<file path="src/rtl/des_round_sequencer.sv">
// Triple-DES (EDE) round sequencer.
// Walks NUM_PASSES passes of NUM_ROUNDS Feistel rounds, handshaking each round
// with the datapath (round_inc -> round_ack). Produces the subkey index, key
// select and pass direction for the round in flight.
// Optional feature macro: ROUND_TIMEOUT_EN enables the round_ack watchdog.
//
// state   | meaning
// --------+--------------------------------------------------------------
// S_IDLE  | waiting for start, outputs quiet
// S_LOAD  | datapath loads the block and applies the initial permutation
// S_ROUND | one-cycle round_inc for the current subkey index
// S_WAIT  | waiting for round_ack, round controls held stable
// S_PEND  | end of pass: swap + final permutation, then next pass or done
// S_DONE  | one-cycle cycle_complete, back to idle

module des_round_sequencer #(
   parameter int unsigned NUM_ROUNDS = 16,
   parameter int unsigned NUM_PASSES = 3,
   parameter int unsigned TIMEOUT    = 255
) (
   input  logic       clk,
   input  logic       rst,
   input  logic       start,
   input  logic       mode,
   input  logic       round_ack,
   output logic       busy,
   output logic       load_block,
   output logic       round_inc,
   output logic [3:0] round_number,
   output logic [1:0] key_sel,
   output logic       pass_decrypt,
   output logic       pass_end,
   output logic       cycle_complete,
   output logic       timeout_err
);

`ifdef ROUND_TIMEOUT_EN
   localparam bit WD_EN = 1'b1;
`else
   localparam bit WD_EN = 1'b0;
`endif

   localparam logic [3:0] RC_LAST  = 4'(NUM_ROUNDS - 1);
   localparam logic [1:0] PC_LAST  = 2'(NUM_PASSES - 1);
   localparam logic [7:0] WD_LIMIT = 8'(TIMEOUT);

   typedef enum logic [2:0] {
      S_IDLE,
      S_LOAD,
      S_ROUND,
      S_WAIT,
      S_PEND,
      S_DONE
   } state_t;

   state_t     state, state_n;
   logic [3:0] rc, rc_n;
   logic [1:0] pc, pc_n;
   logic       mode_q, mode_n;
   logic [7:0] wd, wd_n;
   logic       pd_n;
   logic [1:0] ks_n;
   logic [3:0] rn_n;

   // State, counters and registered round controls.
   always_ff @(posedge clk) begin
      if (rst) begin
         state        <= S_IDLE;
         rc           <= '0;
         pc           <= '0;
         mode_q       <= 1'b0;
         wd           <= '0;
         round_number <= '0;
         key_sel      <= '0;
         pass_decrypt <= 1'b0;
      end else begin
         state        <= state_n;
         rc           <= rc_n;
         pc           <= pc_n;
         mode_q       <= mode_n;
         wd           <= wd_n;
         round_number <= rn_n;
         key_sel      <= ks_n;
         pass_decrypt <= pd_n;
      end
   end

   // Next-state logic and Moore pulses; timeout_err is the only ack-dependent output.
   always_comb begin
      state_n        = state;
      rc_n           = rc;
      pc_n           = pc;
      mode_n         = mode_q;
      wd_n           = wd;
      busy           = (state != S_IDLE);
      load_block     = 1'b0;
      round_inc      = 1'b0;
      pass_end       = 1'b0;
      cycle_complete = 1'b0;
      timeout_err    = 1'b0;
      case (state)
         S_IDLE: begin
            if (start) begin
               mode_n  = mode;
               rc_n    = '0;
               pc_n    = '0;
               state_n = S_LOAD;
            end
         end
         S_LOAD: begin
            load_block = 1'b1;
            state_n    = S_ROUND;
         end
         S_ROUND: begin
            round_inc = 1'b1;
            wd_n      = '0;
            state_n   = S_WAIT;
         end
         S_WAIT: begin
            // an ack in the same cycle as the watchdog limit still completes the round
            if (round_ack) begin
               if (rc == RC_LAST) begin
                  state_n = S_PEND;
               end else begin
                  rc_n    = rc + 4'd1;
                  state_n = S_ROUND;
               end
            end else if (WD_EN && (wd == WD_LIMIT)) begin
               timeout_err = 1'b1;
               state_n     = S_IDLE;
            end else if (WD_EN) begin
               wd_n = wd + 8'd1;
            end
         end
         S_PEND: begin
            pass_end = 1'b1;
            if (pc == PC_LAST) begin
               state_n = S_DONE;
            end else begin
               pc_n    = pc + 2'd1;
               rc_n    = '0;
               state_n = S_ROUND;
            end
         end
         S_DONE: begin
            cycle_complete = 1'b1;
            state_n        = S_IDLE;
         end
         default: state_n = S_IDLE;
      endcase
   end

   // Round controls derived from the next counters so they are registered
   // and already valid in the cycle round_inc fires.
   always_comb begin
      pd_n = mode_n ^ pc_n[0];
      ks_n = mode_n ? (2'd2 - pc_n) : pc_n;
      rn_n = pd_n ? (4'd15 - rc_n) : rc_n;
   end

endmodule

</file>
<file path="config.mk">
export PLATFORM = sky130hd
export DESIGN_NAME = des_round_sequencer
export DESIGN_NICKNAME = d
export VERILOG_FILES = /design/src/rtl/des_round_sequencer.sv
export SDC_FILE = /design/constraint.sdc
export NUM_CORES = 1
export LEC_CHECK = 0
export BUFFER_PORTS_ARGS = -buffer_cell sky130_fd_sc_hd__buf_2
export CAP_MARGIN = 0
export CORE_UTILIZATION = 49
export CTS_BUF_LIST = sky130_fd_sc_hd__clkbuf_8
export CTS_CLUSTER_DIAMETER = 40
export CTS_CLUSTER_SIZE = 8
export DETAILED_ROUTE_END_ITERATION = 8
export GPL_TIMING_DRIVEN = 0
export PLACE_DENSITY = 0.73
export REMOVE_ABC_BUFFERS = 1
export SYNTH_ARGS = -nofsm -noshare
export SYNTH_HDL_FRONTEND = slang
export SYNTH_SLANG_ARGS = --single-unit
</file>
<file path="constraint.sdc">
create_clock -name clk -period 1.91 [get_ports clk]
set_clock_uncertainty 0.2 [all_clocks]
set_input_delay 0 -clock clk [delete_from_list [all_inputs] [get_ports clk]]
set_output_delay 0 -clock clk [all_outputs]
set_load 0.01 [all_outputs]
</file>
# ---- Word-level counts from Yosys, hierarchy flattened
# Index checks and enable logic that the tools add are counted.
# W data, S select, Z words.
dict set report totals {
  regBits 17
  latch_bits 0
  ram_bits 0
  rom_bits 0
  in_bits 5
  out_inout_bits 13
  elab_cells 45
  mem_count 0
}
dict set report classes {
  n_addsub 4
  n_mul 0
  n_div 0
  n_lt_le_gt_ge 0
  n_eq_ne 9
  n_shift 0
  mux 21
  n_bitwise 1
  n_reduce_logical 3
}
# op count
set ops {}
lappend ops {{$mux W4} 5}
lappend ops {{$pmux W3 S5} 1}
lappend ops {{$mux W3} 4}
lappend ops {{$pmux W4 S3} 1}
lappend ops {{$eq A3 B2 Y1 const B} 2}
lappend ops {{$eq A3 B3 Y1 const B} 2}
lappend ops {{$mux W1} 6}
lappend ops {{$mux W2} 3}
lappend ops {{$add A4 B1 Y4 const B} 1}
lappend ops {{$eq A4 B4 Y1 const B} 1}
lappend ops {{$ne A2 B2 Y1 const B} 2}
lappend ops {{$pmux W2 S2} 1}
lappend ops {{$sub A4 B4 Y4 const A} 1}
lappend ops {{$eq A3 B1 Y1 const B} 1}
lappend ops {{$logic_not A3 Y1} 1}
lappend ops {{$reduce_bool A3 Y1} 1}
lappend ops {{$add A2 B1 Y2 const B} 1}
lappend ops {{$eq A2 B2 Y1 const B} 1}
lappend ops {{$reduce_and A2 Y1} 1}
lappend ops {{$sub A2 B2 Y2 const A} 1}
lappend ops {{$xor A1 B1 Y1} 1}

# ---- Longest topological paths before layout
# Gate-level depths: netlist of run 1.
dict set report depth {
  ltp_word 6
  ltp_mapped 8
  depth_no_buf 7
}

# ---- Least setup slack after synthesis of run 1
# No wires, ideal clock.
dict set report synth_timing {
  kind {register to register}
  startpoint {reg state[0]}
  endpoint {reg round_number[0]}
  setup_time_ps 128
  arrival_time_ps 1747
  required_time_ps 1582
  path_slack_ps -165
  path_stages_with_launch 8
  n_path_buf 1
  synth_period_minus_slack_ps 2075
  cell_sequence {dfxtp_1 buf_6 or3_4 or2_4 mux2i_4 xnor2_2 xnor2_1 nor2_1}
}
dict set report synth_between {
  elab_chain_len 4
  elab_cells_between_ends 9
  cone_classes {1 x add/sub; 2 x eq/ne; 4 x mux; 1 x bitwise; 1 x reduce/logical}
}
# element line
set synth_rtl {}
lappend synth_rtl {{start, declared} 56} ;# state_t state, state_n;
lappend synth_rtl {{start signal, assigned} 77} ;# state <= state_n;
lappend synth_rtl {{$eq A3 B3 Y1 (tied with other cells)} 101} ;# case (state)
lappend synth_rtl {{$pmux W4 S3 (tied with other cells)} 101}
lappend synth_rtl {{$sub A4 B4 Y4 or $xor A1 B1 Y1 (tied branches)} {158, 156}}
lappend synth_rtl {{$mux W4 *} 158} ;# rn_n = pd_n ? (4'd15 - rc_n) : rc_n;
lappend synth_rtl {{end signal, assigned} 82} ;# round_number <= rn_n;
lappend synth_rtl {{end, declared} 29} ;# output logic [3:0] round_number,
# Every way passes the cells marked *; elsewhere a longest branch is shown, timed or not.
# A chain may end at the register's enable or synchronous reset.

# ---- Final worst setup path of run 1
dict set report layout_timing {
  startpoint {reg state[0]}
  endpoint {reg round_number[1]}
}
# Same word-level chain as after synthesis.

==> flow_summary.toml, run 1 <==
[global_route]
met2_usage = 0.406
grt-ovfl-total = 0
grt_max_degree = 17
grt_pass1_wl_um = 3380
busiest_layer = "met2"
grtUsageTotal = 0.237
grt_use_met1 = 0.290
antenna_found_initial = 0
grt_use_met3 = 0.0458
grt_pass1_vias = 756

[final_layout]
layout-drive-gt1-share = 0.331
fillers = 121
fin_area_um2 = 1080
syn2layout_area_growth_pct = 27.8
num_antenna_cells = 0
regArea_um2 = 333
fin_util = 0.693
final_nets = 130
multi_input_area_um2 = 495

[clock_tree]
cts_tree = "yes"
ctsHtreeMaxLevel = 1
worstSkewPairLatency_ns = 0.24
cts_sinks = 16
cts_hold_buf = 3
clockBufferDepth = 2
cts-root-buf = "clkbuf_8"
numCtsBuffers = 3
clk_pin_slew_ns = 0.06

[pwr]
vdd_drop_max_mv = 0.608
powerDensity_nw_per_um2 = 752
p_int_mw = 0.614
p_seq_frac = 0.440
p_sw_frac = 0.245
p_switching_mw = 0.199
p_leak_nw = 0.478
power_frac_comb = 0.201
p_clk_frac = 0.359
p_total_mw = 0.813

[timing]
worst_slack_ns = -0.0987
min_period_over_period = 1.05
setup_viol = 5
clock.fmax_mhz = 498
hold_violations = 15
whs_ns = -0.109
rsz0062_at_grt = "yes"
period_needed_ns = 2.01
finalMaxSlewViolations = 0

[floorplan]
rows = 14
die_w_um = 43.5
die_area_um2 = 1900
core_um2 = 1560
pin_count = 18
start_util = 0.543
dieHeight_um = 43.5

[critical_path]
worstRegToRegCells = 6
cp_max_fo = 5
start_kind = "flip-flop"
cp.required_ns = 1.84
crit_path_end_kind = "flip-flop"
r2r-start = "state[0]$_SDFFE_PP0P_"
crit_type = "reg -> reg"
r2r_slack_ns = -0.1
reg2reg_to = "round_number[1]$_SDFF_PP0_"
cp.arrival_ns = 1.94

[synthesis]
synth_area_per_cell_um2 = 8.63
synth-edff-count = 0
ys_seq_elements = 16
synth_ff_type = "dfxtp_1"
synth_most_common_cell = "nor2_1"
yosys.area.top_type = "dfxtp_1"
synthArstFlopShare = 0
seq_area_frac_synth = 0.379
synth.distinct_cells = 34
synthCells = 98
synth_top_area_frac = 0.379
synth_warnings = 0
syn_area_um2 = 846
yosys-top-cells-count = "nor2_1, dfxtp_1, o21ai_0"
synth_area_leaders = "dfxtp_1, nor2_1, xnor2_1"

[detailed_routing]
ant_nets = 0
drtIter0Drc = 17
first_pass_iters = 6
drt-wirelength-per-cell_um = 13.9
vias_per_cell = 5.53
drc = 0
drt_wl_total_um = 1910
via_count = 757

[placement]
portBuffers = 16
gp_congestion = 0.836
place_worst_setup_slack_ns = -0.215
post_dp_cell_area_um2 = 897
dpl.hpwl_um = 1150

[min_path]
min_path_cells = 2
min_from = "rst"
hp-class = "in -> reg"
hold_end = "round_number[1]$_SDFF_PP0_"

[status]
status = "finished with violations"
violations = "hold timing, setup timing"

[flow_run]
cap_viol_max_count = 0
[layout by cell type, fill, tap and decap left out, types with 2 or more instances in the layout]
cell	n
dfxtp_1	12
clkbuf_8	4
xnor2_1	5
nor3b_1	2
nand2_1	2
nand2b_1	2
ha_1	3
and3_1	3
buf_4	7
a21oi_1	3
nand3_1	2
buf_2	16
o21ai_0	5
nor2_1	21
inv_1	4
a211oi_2	2
dlygate4sd3_1	3
and3b_1	2
dfxtp_4	3
[worst max-delay path, stage by stage, from the launching register on]
cell and delay, ns:
dfxtp_4 0.36, or3_4 0.39, or2_4 0.25, mux2i_4 0.21, xnor2_4 0.24, xnor2_1 0.18
nor2_1 0.07
[worst max path at each step]
| stage | start | endpoint | slack (ns) | depth (start not counted) |
|---|---|---|---|---|
| final | state[0]$_SDFFE_PP0P_ | round_number[1]$_SDFF_PP0_ | -0.1 | 6 |
| after detailed placement | state[0]$_SDFFE_PP0P_ | round_number[3]$_SDFF_PP0_ | -0.21 | 6 |
| after global placement | state[0]$_SDFFE_PP0P_ | round_number[3]$_SDFF_PP0_ | -0.20 | 6 |
| after CTS | state[0]$_SDFFE_PP0P_ | round_number[2]$_SDFF_PP0_ | -0.06 | 6 |
| after floorplan | state[0]$_SDFFE_PP0P_ | round_number[3]$_SDFF_PP0_ | -0.11 | 6 |
| after global routing | state[0]$_SDFFE_PP0P_ | round_number[1]$_SDFF_PP0_ | -0.17 | 6 |
[metal layers]
metal  vias to the layer above  wire length [um]  share of wire
met2                        19               989           0.52
met5                         -                 0              0
li1                        376                 -              -
met1                       358               835           0.44
met3                         4                54          0.028
met4                         0                31          0.016
[layout make-up]
class	instances	share of cell area
clock buffer	4	0.0509
inverter	4	0.0139
multi-input combinational	71	0.458
sequential	16	0.308
tap	16	0.0185
timing repair buffer	26	0.150
[through the flow]
step / TNS [ns] / hold slack, ns / std cells
6_report: -0.340 / -0.109 / 137
3_3_place_gp: -0.809 / 0.0800 / 123
5_1_grt: -0.757 / -0.0972 / 137
2_1_floorplan: -0.440 / -0.131 / 91
4_1_cts: -0.228 / -0.108 / 137
3_5_place_dp: -0.905 / 0.121 / 123
[state kept, by name (all words and copies together) (netlist names)]
signal and cells:
mode_q 1, key_sel 2, rc 4, pc 1, pass_decrypt 1, round_number 4
state 3
[kinds of logic after synthesis]
kind of cell / after synthesis / share of synthesized area
flops: 16 / 0.379
compound gates: 18 / 0.138
mux: 2 / 0.0385
xor+xnor: 6 / 0.0710
buf+inv: 11 / 0.0754
fa+ha+maj: 3 / 0.0444
other cells: 1 / 0.00443
simple gates: 41 / 0.250
[repair_timing]
action                                  in CTS  in global routing
pin swaps                                    5                  3
buffers inserted                             7                  0
endpoints found under the setup margin       6                  8
resized for setup                            9                  5
endpoints found under the hold margin       16                 15
[power by group through the flow]
stage,logic (mW),registers [mW],clock network (mW)
CTS,0.156,0.358,0.301
global route,0.177,0.359,0.314
global placement,0.114,0.369,0
finish,0.163,0.358,0.292
floorplan,0.0752,0.373,0
detailed placement,0.117,0.370,0
Note: power is estimated with default switching activity, not from simulation.
==> inputs of run 2 (changes only) <==
--- a/config.mk
+++ b/config.mk
@@ -15,6 +15,8 @@
 export GPL_TIMING_DRIVEN = 0
 export PLACE_DENSITY = 0.73
 export REMOVE_ABC_BUFFERS = 1
+export SETUP_SLACK_MARGIN = 0.02
+export SKIP_CTS_REPAIR_TIMING = 1
 export SYNTH_ARGS = -nofsm -noshare
 export SYNTH_HDL_FRONTEND = slang
 export SYNTH_SLANG_ARGS = --single-unit
==> flow_summary.toml, run 2 (synthesis results as in run 1) <==
[timing]
setup_viol = 5
worst_slack_ns = -0.0797
period_needed_ns = 1.99
fin_setup_tns_ns = -0.303
finalMaxSlewViolations = 0
hold_violations = 16
rsz0062_at_grt = "yes"
clock.fmax_mhz = 503
min_period_over_period = 1.04
whs_ns = -0.116

[critical_path]
cpMaxStageDelayCell = "or3_4"
critPathTopFamily = "simple AND/OR/NAND/NOR gates"
cp.arrival_ns = 1.92
crit_end = "round_number[3]$_SDFF_PP0_"
r2r_slack_ns = -0.08
startpoint = "state[0]$_SDFFE_PP0P_"
path_depth = 6
cp.required_ns = 1.84
cp_max_fo = 8
cp_num_buf_inv = 0
path_cells = "or3_4 > or2_4 > mux2i_4 > xnor2_4 > xnor2_1 > nor2_1"
crit_path_end_kind = "flip-flop"
start_kind = "flip-flop"
cpPeakStageDelay_ns = 0.40
r2r-start = "state[0]$_SDFFE_PP0P_"
worstRegToRegCells = 6
reg2reg_to = "round_number[3]$_SDFF_PP0_"
crit_type = "reg -> reg"

[final_layout]
reg_top3 = "rc x4, round_number x4, state x3"
fillers = 123
syn2layout_area_growth_pct = 22.2
regArea_um2 = 327
final_cell_mix = "nor2_1, buf_2, dfxtp_1"
stdcell_count = 131
num_antenna_cells = 0
multi_input_area_um2 = 504
fin_util = 0.663
final_nets = 124
mostFrequentLayoutCell = "nor2_1"
layout-drive-gt1-share = 0.313

[floorplan]
die_w_um = 43.5
pin_count = 18
dieHeight_um = 43.5
core_um2 = 1560
start_util = 0.543
die_area_um2 = 1900
rows = 14

[clock_tree]
worstSkewPairLatency_ns = 0.24
numCtsBuffers = 3
cts_tree = "yes"
cts-root-buf = "clkbuf_8"
cts_sinks = 16
clk_pin_slew_ns = 0.06
clockBufferDepth = 2
ctsHtreeMaxLevel = 1

[global_route]
grt_pass1_wl_um = 2730
antenna_found_initial = 0
grtUsageTotal = 0.190
grt-ovfl-total = 0
grt_max_degree = 17
grt_pass1_vias = 644

[detailed_routing]
drt_wl_total_um = 1600
first_pass_iters = 4
ant_nets = 0
drtIter0Drc = 16
via_count = 732
drt-wirelength-per-cell_um = 12.2
drc = 0
vias_per_cell = 5.59

[pwr]
p_sw_frac = 0.243
p_leak_nw = 0.459
p_switching_mw = 0.193
powerDensity_nw_per_um2 = 768
vdd_drop_max_mv = 0.558
p_clk_frac = 0.371
p_int_mw = 0.601
p_seq_frac = 0.456
power_frac_comb = 0.172

[status]
violations = "hold timing, setup timing"
status = "finished with violations"

[placement]
dpl.hpwl_um = 1150
place_worst_setup_slack_ns = -0.215
dp_cells = 123
gp_congestion = 0.836
portBuffers = 16

[flow_run]
cap_viol_max_count = 0

[min_path]
hp-class = "in -> reg"
==> run 2: final cells by class <==
class                   instances  share of cell area
well taps                      16              0.0194
multi-input cells              71               0.488
clock buffers                   4              0.0533
inverters                       4              0.0145
flip-flops and latches         16               0.316
repair buffers                 20               0.109
==> run 2: metrics by stage <==
stage                     instance area, um2  power, mW
after floorplan                          797      0.448
after global placement                   897      0.483
after detailed placement                 897      0.486
after CTS                                952      0.780
after global routing                    1030      0.830
final                                   1030      0.794
==> run 2: power by group through the flow <==
| stage | Clock (mW) | Combinational [mW] | Sequential [mW] |
|---|---|---|---|
| 2_1_floorplan | 0 | 0.0752 | 0.373 |
| 3_3_place_gp | 0 | 0.114 | 0.369 |
| 3_5_place_dp | 0 | 0.117 | 0.370 |
| 4_1_cts | 0.301 | 0.117 | 0.362 |
| 5_1_grt | 0.315 | 0.150 | 0.365 |
| 6_report | 0.295 | 0.137 | 0.362 |
==> run 2: worst min path at each step <==
| stage | depth (start not counted) | slack [ns] | startpoint | to |
|---|---|---|---|---|
| 2_1_floorplan | 1 | -0.13 | rst | state[1]$_SDFFE_PP0P_ |
| 3_3_place_gp | 3 | 0.08 | mode | mode_q$_SDFF_PP0_ |
| 3_5_place_dp | 3 | 0.12 | mode | mode_q$_SDFF_PP0_ |
| 4_1_cts | 3 | -0.14 | mode | mode_q$_SDFF_PP0_ |
| 5_1_grt | 2 | -0.09 | rst | rc[1]$_SDFF_PP0_ |
| 6_report | 2 | -0.12 | rst | pass_decrypt$_SDFF_PP0_ |
==> run 2: per-layer routing <==
layer,vias to the layer above,global-route usage,wire length [um]
met5,-,0,0
met2,24,0.293,787
met3,2,0.0542,71
met4,0,0.0688,9
li1,363,-,-
met1,343,0.253,727
==> run 2: worst register-to-register path, stage by stage, from the launching register on <==
cell and delay (ns):
dfxtp_4 0.37, or3_4 0.40, or2_4 0.25, mux2i_4 0.21, xnor2_4 0.23, xnor2_1 0.15
nor2_1 0.06
==> inputs of run 3 (changes only) <==
--- a/config.mk
+++ b/config.mk
@@ -7,16 +7,15 @@
 export LEC_CHECK = 0
 export BUFFER_PORTS_ARGS = -buffer_cell sky130_fd_sc_hd__buf_2
 export CAP_MARGIN = 0
-export CORE_UTILIZATION = 49
+export CORE_UTILIZATION = 50
 export CTS_BUF_LIST = sky130_fd_sc_hd__clkbuf_8
 export CTS_CLUSTER_DIAMETER = 40
 export CTS_CLUSTER_SIZE = 8
 export DETAILED_ROUTE_END_ITERATION = 8
 export GPL_TIMING_DRIVEN = 0
-export PLACE_DENSITY = 0.73
+export PLACE_DENSITY = 0.71
 export REMOVE_ABC_BUFFERS = 1
 export SETUP_SLACK_MARGIN = 0.02
-export SKIP_CTS_REPAIR_TIMING = 1
 export SYNTH_ARGS = -nofsm -noshare
 export SYNTH_HDL_FRONTEND = slang
 export SYNTH_SLANG_ARGS = --single-unit
==> constraint.sdc (replaced) <==
create_clock -name clk -period 2.1 [get_ports clk]
set_clock_uncertainty 0.2 [all_clocks]
set_input_delay 0 -clock clk [delete_from_list [all_inputs] [get_ports clk]]
set_output_delay 0 -clock clk [all_outputs]
set_load 0.01 [all_outputs]
==> flow_summary.toml, run 3 (synthesis results as in run 1) <==
[pwr]
powerDensity_nw_per_um2 = 700
p_leak_nw = 0.455
vdd_drop_max_mv = 0.575

[clock_tree]
numCtsBuffers = 3
clockBufferDepth = 2
cts-root-buf = "clkbuf_8"
cts_sinks = 16
clk_pin_slew_ns = 0.06
cts_tree = "yes"
ctsHtreeMaxLevel = 1
worstSkewPairLatency_ns = 0.25

[timing]
period_needed_ns = 2.02
clock.fmax_mhz = 496
rsz0062_at_grt = "yes"
whs_ns = 0.0140
fin_setup_tns_ns = 0
setup_viol = 0
min_period_over_period = 0.960
finalMaxSlewViolations = 0
worst_slack_ns = 0.0833
hold_violations = 0

[placement]
portBuffers = 16
place_worst_setup_slack_ns = -0.0488
gp_congestion = 0.819
dpl.hpwl_um = 1120

[critical_path]
crit_type = "reg -> reg"
cpMaxStageDelayCell = "or3_4"
cpPeakStageDelay_ns = 0.40
cp.arrival_ns = 1.95
r2r-start = "state[0]$_SDFFE_PP0P_"
startpoint = "state[0]$_SDFFE_PP0P_"
crit_path_end_kind = "flip-flop"
start_kind = "flip-flop"
critPathTopFamily = "simple AND/OR/NAND/NOR gates"
cp_max_fo = 8
path_cells = "or3_4 > or2_4 > mux2i_4 > xnor2_4 > xnor2_1 > nor2_1"
r2r_slack_ns = 0.08
cp_num_buf_inv = 0
cp.required_ns = 2.03

[final_layout]
layout-drive-gt1-share = 0.291
fin_util = 0.675
final_cell_mix = "nor2_1, buf_2, dfxtp_1"
final_nets = 126
syn2layout_area_growth_pct = 23.1
reg_top3 = "rc x4, round_number x4, state x3"
mostFrequentLayoutCell = "nor2_1"
num_antenna_cells = 0

[detailed_routing]
vias_per_cell = 5.42
ant_nets = 0
via_count = 721
drt-wirelength-per-cell_um = 12.6
drc = 0
drt_wl_total_um = 1680
first_pass_iters = 4
drtIter0Drc = 15

[global_route]
grt-ovfl-total = 0
antenna_found_initial = 0
grt_pass1_wl_um = 2700
grt_pass1_vias = 632
grt_max_degree = 17
grtUsageTotal = 0.194

[floorplan]
die_w_um = 43.1
pin_count = 18
dieHeight_um = 43.1
start_util = 0.549
die_area_um2 = 1860
core_um2 = 1540
rows = 14

[flow_run]
cap_viol_max_count = 0

[status]
status = "complete, no violations"

[min_path]
hp-class = "in -> reg"
min_from = "round_ack"
[run 3: cell count changes in the layout (fill, tap and decap cells not counted)]
cell	change
dlygate4sd3_1	+2
a21oi_1	-1
a21oi_2	+1
and2_1	+1
and2_2	-1
nand2b_1	+1
nand2b_4	-1
o21ai_0	+1
o21ai_1	-1
xnor2_1	+1
xnor2_2	-1
[run 3: tightest hold or removal path, delay by kind of cell]
family | cells | cell delay (ns)
compound gates | 2 | 0.21
simple gates | 1 | 0.08
buf+inv | 1 | 0.14
[run 3: report_power, final]
group          switching, mW  leakage [nW]  internal, mW
Sequential            0.0109         0.132         0.318
Combinational         0.0642         0.294        0.0639
Clock                  0.105        0.0288         0.166
[run 3: stage by stage]
stage	power, mW	instances	instance area [um2]
global route	0.763	133	1040
CTS	0.722	130	998
global placement	0.440	123	897
detailed placement	0.443	123	897
floorplan	0.408	91	797
finish	0.729	133	1040
[run 3: worst paths after layout]
path | to | cells after the start
worst max-delay path | round_number[0]$_SDFF_PP0_ | 6
worst min-delay path | state[1]$_SDFFE_PP0P_ | 4
worst max register to register | round_number[0]$_SDFF_PP0_ | 6
worst min register to register | mode_q$_SDFF_PP0_ | 2
[run 3: area by class of cell]
cell class | instances | area (um2)
fill | 131 | 500
inverter | 4 | 15.0
timing repair buffer | 22 | 133
tap | 16 | 20.0
multi-input combinational | 71 | 492
clock buffer | 4 | 55.1
sequential | 16 | 327
[run 3: what timing repair did]
| action | CTS | global route |
|---|---|---|
| endpoints found under the setup margin | 4 | 5 |
| buffers inserted | 0 | 3 |
| resized for setup | 2 | 7 |
| hold buffers | 3 | 0 |
| cloned | 0 | 0 |
| endpoints found under the hold margin | 16 | 0 |
| pin swaps | 1 | 2 |
[run 3: metal layers]
layer / vias up / GRT usage / share of wire / routed length [um]
li1: 368 / - / - / -
met1: 339 / 0.265 / 0.46 / 773
met2: 12 / 0.293 / 0.50 / 847
met3: 2 / 0.0298 / 0.026 / 44
met4: 0 / 0.103 / 0.0083 / 14
met5: - / 0 / 0 / 0
